`config.mk`:
```
export PLATFORM = sky130hd
export DESIGN_NAME = dense_seq_ctrl
export DESIGN_NICKNAME = d
export VERILOG_FILES = /design/src/rtl/dense_seq_ctrl.sv
export SDC_FILE = /design/constraint.sdc
export NUM_CORES = 2
export LEC_CHECK = 0
export BUFFER_PORTS_ARGS = -buffer_cell sky130_fd_sc_hd__buf_2
export CAP_MARGIN = 15
export CORE_UTILIZATION = 25
export DETAILED_ROUTE_END_ITERATION = 10
export GPL_ROUTABILITY_DRIVEN = 0
export PLACE_DENSITY = 0.46
export SLEW_MARGIN = 5
export SYNTH_ARGS = -nofsm -noshare
export SYNTH_HDL_FRONTEND = slang
export SYNTH_SLANG_ARGS = --single-unit
```
`constraint.sdc`:
```
create_clock -name clk -period 14.4 [get_ports clk]
set_input_delay 4.32 -clock clk [delete_from_list [all_inputs] [get_ports clk]]
set_output_delay 4.32 -clock clk [all_outputs]
set_load 0.02 [all_outputs]
```
`src/rtl/dense_seq_ctrl.sv`:
```
// rtl/dense_seq_ctrl.sv - dense-layer sequencer: address generation, biased MAC, saturating handshake output
module dense_seq_ctrl #(
  parameter int fixed = 32,
  parameter int FRAC  = 16,
  parameter int IW    = 7,
  parameter int AW    = 12
) (
  input  logic             clk,
  input  logic             rst,
  input  logic             start,
  input  logic [IW-1:0]    cfg_nb_input,
  input  logic [IW-1:0]    cfg_nb_neurons,
  input  logic [IW-1:0]    cfg_stride,
  output logic             busy,
  output logic             done,
  output logic             rd_en,
  output logic [IW-1:0]    b_addr,
  output logic [AW-1:0]    w_addr,
  output logic [IW-1:0]    x_addr,
  input  logic [fixed-1:0] b_data,
  input  logic [fixed-1:0] w_data,
  input  logic [fixed-1:0] x_data,
  output logic             y_valid,
  input  logic             y_ready,
  output logic [IW-1:0]    y_idx,
  output logic [fixed-1:0] y_data
);

  localparam int PW   = 2 * fixed;
  localparam int ACCW = PW + 8;
  localparam logic [fixed-1:0] SAT_MAX = {1'b0, {(fixed-1){1'b1}}};
  localparam logic [fixed-1:0] SAT_MIN = {1'b1, {(fixed-1){1'b0}}};
  localparam logic [IW-1:0]    ONE     = {{(IW-1){1'b0}}, 1'b1};

  typedef enum logic [2:0] {S_IDLE, S_BIAS, S_MAC, S_DRAIN, S_OUT} state_t;

  state_t                 state_q, state_d;
  logic [IW-1:0]          nb_in_q, nb_in_d;
  logic [IW-1:0]          nb_neu_q, nb_neu_d;
  logic [IW-1:0]          stride_q, stride_d;
  logic [IW-1:0]          n_q, n_d;
  logic [IW-1:0]          k_q, k_d;
  logic [AW-1:0]          waddr_q, waddr_d;
  logic signed [ACCW-1:0] acc_q, acc_d;
  logic                   done_q, done_d;

  logic signed [PW-1:0]   prod;
  logic signed [ACCW-1:0] prod_ext;
  logic signed [ACCW-1:0] bias_ext;
  logic signed [ACCW-1:0] shr;
  logic [ACCW-fixed:0]    shr_hi;
  logic [fixed-1:0]       sat;

  // Read data arrives one cycle after its strobe, so products always lag the address by one k.
  assign prod     = $signed(w_data) * $signed(x_data);
  assign prod_ext = {{(ACCW-PW){prod[PW-1]}}, prod};
  assign bias_ext = {{(ACCW-fixed){b_data[fixed-1]}}, b_data} <<< FRAC;
  assign shr      = acc_q >>> FRAC;
  assign shr_hi   = shr[ACCW-1:fixed-1];
  assign sat      = (&shr_hi || ~|shr_hi) ? shr[fixed-1:0] : (shr[ACCW-1] ? SAT_MIN : SAT_MAX);

  assign busy    = (state_q != S_IDLE);
  assign done    = done_q;
  assign rd_en   = (state_q == S_BIAS) || (state_q == S_MAC);
  assign b_addr  = n_q;
  assign w_addr  = waddr_q;
  assign x_addr  = k_q;
  assign y_valid = (state_q == S_OUT);
  assign y_idx   = n_q;
  assign y_data  = (state_q == S_OUT) ? sat : '0;

  // Next-state, counter, address and accumulator updates for the layer walk.
  always_comb begin
    state_d  = state_q;
    nb_in_d  = nb_in_q;
    nb_neu_d = nb_neu_q;
    stride_d = stride_q;
    n_d      = n_q;
    k_d      = k_q;
    waddr_d  = waddr_q;
    acc_d    = acc_q;
    done_d   = 1'b0;
    unique case (state_q)
      S_IDLE: begin
        if (start) begin
          nb_in_d  = cfg_nb_input;
          nb_neu_d = cfg_nb_neurons;
          stride_d = cfg_stride;
          if (cfg_nb_input == '0 || cfg_nb_neurons == '0) begin
            done_d = 1'b1;
          end else begin
            n_d     = '0;
            state_d = S_BIAS;
          end
        end
      end
      S_BIAS: begin
        k_d     = '0;
        waddr_d = AW'(n_q);
        state_d = S_MAC;
      end
      S_MAC: begin
        if (k_q == '0) acc_d = bias_ext;
        else           acc_d = acc_q + prod_ext;
        // The last k keeps its addresses so they hold while rd_en is low.
        if (k_q == nb_in_q - ONE) begin
          state_d = S_DRAIN;
        end else begin
          k_d     = k_q + ONE;
          waddr_d = waddr_q + AW'(stride_q);
        end
      end
      S_DRAIN: begin
        acc_d   = acc_q + prod_ext;
        state_d = S_OUT;
      end
      S_OUT: begin
        if (y_ready) begin
          if (n_q == nb_neu_q - ONE) begin
            done_d  = 1'b1;
            state_d = S_IDLE;
          end else begin
            n_d     = n_q + ONE;
            state_d = S_BIAS;
          end
        end
      end
      default: state_d = S_IDLE;
    endcase
  end

  // State and datapath registers; reset discards any partial layer.
  always_ff @(posedge clk) begin
    if (rst) begin
      state_q  <= S_IDLE;
      nb_in_q  <= '0;
      nb_neu_q <= '0;
      stride_q <= '0;
      n_q      <= '0;
      k_q      <= '0;
      waddr_q  <= '0;
      acc_q    <= '0;
      done_q   <= 1'b0;
    end else begin
      state_q  <= state_d;
      nb_in_q  <= nb_in_d;
      nb_neu_q <= nb_neu_d;
      stride_q <= stride_d;
      n_q      <= n_d;
      k_q      <= k_d;
      waddr_q  <= waddr_d;
      acc_q    <= acc_d;
      done_q   <= done_d;
    end
  end

endmodule
```
==> qor.yml <==
run_status:
  status: "finished clean"
logic_synthesis:
  synth_area_leader_cell: "fa_1"
  synthesis.nets: 6978
  syn-cell-area_sq_um: 48200
  yosysTopAreaCellShare: 0.533
  synth_cell_types: 89
  synth-async-reset-ratio: 0
  ys_seq_area_frac: 0.0510
  avgSynthCellArea_sq_um: 9.06
  synth_cells: 5325
  synth_ff_type: "dfxtp_1"
  synthTopCellsByArea: "fa_1 53%, inv_1 10%, nand2_1 6.9%, ha_1 6.4%, dfxtp_1 5.1%"
  synth_seq_cells: 123
  synth_edf_count: 0
  synth_warnings: 0
global_routing:
  grt_pass1_wl_microns: 241000
  grt_use_total: 0.162
  gr-total-overflow: 0
  antenna_found_initial: 21
  grt_max_degree: 60
  grt_pass1_vias: 38875
sta:
  max_slew_margin: 0.299
  max_slew.worst_pin.slew_ps: 1040
  grt_setup_unrepaired: "no"
  fin_skew_ps: 29.0
  final.setup.tns_ps: 0
  fmax_mhz: 77.6
  layout_min_cycle_time_ps: 12880
  setup_violations: 0
  layout_worst_path_cycle_share: 0.895
  hold_violations: 0
  slew_viol_final: 0
setup_path:
  crit_start: "w_data[31]"
  r2r-start: "acc_q[21]"
  crit_arrival_ps: 13230
  crit_end: "acc_q[69]"
  required_ps: 14750
  rrSetupSlack_ps: 6260
  criticalPathCategory: "in2reg"
  crit_path_end_kind: "flip-flop"
  worstPathMaxFanout: 17
  worstReg2RegEnd: "acc_q[59]"
  r2r_cells: 25
  cp-start-kind: "input port"
clock_network:
  clk_latency_ps: 460
  numCtsBuffers: 17
  cts_resized: 0
  post-cts-setup-buffers: 0
  tritoncts: "done"
  cts_hold_buffers: 0
  clockBufferDepth: 2
  cts_htree_levels: 4
  tritoncts_num_sinks: 123
  clkTransAtPathRegs_ps: 60
  cts-root-buf: "clkbuf_16"
cells_and_area:
  drive_gt1_frac: 0.0607
  fill_cells: 20670
  synthToLayoutAreaGrowth_pct: 8.54
  diodes: 0
  final_common_cell: "inv_1"
  register_area_sq_um: 2460
  nets: 6948
  layout_common_cells: "1311 x inv_1, 1284 x fa_1, 892 x nand2_1"
  multiInputGateArea_sq_um: 39700
floorplanning:
  core_sq_um: 191000
  die_area_sq_um: 195000
  initial_core_util: 0.253
  die_height_microns: 441
  die_x_microns: 441
  io_pins: 190
  row_count: 160
place:
  port_buffers: 189
  dp_hpwl_microns: 131000
route:
  firstDrtPassIters: 6
  vias: 34729
  avgRoutedWirePerCell_microns: 19.4
  totalWireLength_microns: 152000
  drc: 0
  viasPerCell: 4.44
  postRouteAntennaNets: 0
  drt_iter0_markers: 1726
min_path:
  hp-class: "reg2reg"
job:
  max_cap_violations: 0
==> registers in the layout, summed over array words and instances, names as in the netlist <==
| name | flops |
|---|---|
| done | 1 |
| nb_neu_q | 7 |
| w_addr | 12 |
| stride_q | 7 |
| b_addr | 7 |
| nb_in_q | 7 |
| acc_q | 72 |
| x_addr | 7 |
| state_q | 3 |
==> stage by stage <==
stage                     worst slack (ps)  cells  utilization  hold slack (ps)  instance area [sq um]
final                                 1520   7819        0.274              454                  52400
after global routing                  1000   7819        0.274              467                  52400
after CTS                             1430   7819        0.274              454                  52400
after detailed placement              1010   7787        0.270              446                  51700
after global placement                1020   7787        0.270              443                  51700
after floorplan                       1460   5325            -              432                  48200
==> worst min-delay path by stage <==
stage | start | end | slack, ps | cells after the start
floorplan | acc_q[2] | acc_q[2] | 430 | 2
global placement | acc_q[2] | acc_q[2] | 440 | 2
detailed placement | acc_q[2] | acc_q[2] | 450 | 2
CTS | acc_q[2] | acc_q[2] | 450 | 2
global route | acc_q[2] | acc_q[2] | 470 | 2
finish | acc_q[2] | acc_q[2] | 450 | 2
==> routing by layer <==
layer / vias to the layer above / track usage / wire [microns]
li1: 15494 / - / -
met1: 18288 / 0.236 / 72600
met2: 780 / 0.258 / 68900
met3: 155 / 0.0138 / 5750
met4: 12 / 0.0407 / 4310
met5: - / 0 / 72
==> final cells by class <==
| class | instances | area share |
|---|---|---|
| clock inverter | 13 | 0.00542 |
| sequential | 123 | 0.0470 |
| multi-input combinational | 3593 | 0.759 |
| inverter | 1314 | 0.0942 |
| timing repair buffer | 246 | 0.0263 |
| clock buffer | 19 | 0.00827 |
| tap | 2511 | 0.0600 |
==> synthesized netlist by cell type (all sizes together) (4+ instances only) <==
library cell,n
a21o,36
a221oi,17
a21boi,5
nor4,15
a22oi,10
o21ai,60
or3,13
o22ai,10
mux2i,5
and3,12
nand3,32
nand4,34
buf,31
a211oi,34
nand2,893
inv,1314
nor2,117
a2111oi,5
and4,4
fa,1285
and2,265
nor3b,5
ha,247
o211ai,9
a31oi,23
o21a,42
clkbuf,264
nor3,47
a311oi,7
o31ai,5
o21bai,15
a21oi,136
nor2b,47
xor2,40
xnor2,68
dfxtp,123
nand2b,8
==> worst max-delay path, cell delays in order <==
cell and delay (ps):
buf_2 230, nand2_1 170, inv_1 100, fa_1 750
inv_1 130, fa_1 820, inv_1 180, fa_1 980
inv_1 230, fa_1 530, inv_1 50, fa_1 550
fa_1 430, fa_1 510, inv_1 50, fa_1 490
inv_1 50, ha_1 410, and3_1 270, a31o_1 200
a311oi_2 110, o21ai_1 280, nor2_1 160, o31ai_2 410
and4_4 280, mux2_4 300, a221oi_2 200
==> cell families after synthesis <==
| logic type | share of synthesized area |
|---|---|
| AND/OR/NAND/NOR | 0.142 |
| AO/OA/AOI/OAI | 0.0620 |
| multiplexers | 0.00182 |
| adder cells (fa/ha/maj) | 0.597 |
| flip-flops | 0.0510 |
| XOR/XNOR | 0.0196 |
| buffers and inverters | 0.126 |
Power is left out: the tool's default activity adds up to more than one toggle a clock period on the data nets, which glitch-free logic cannot reach.
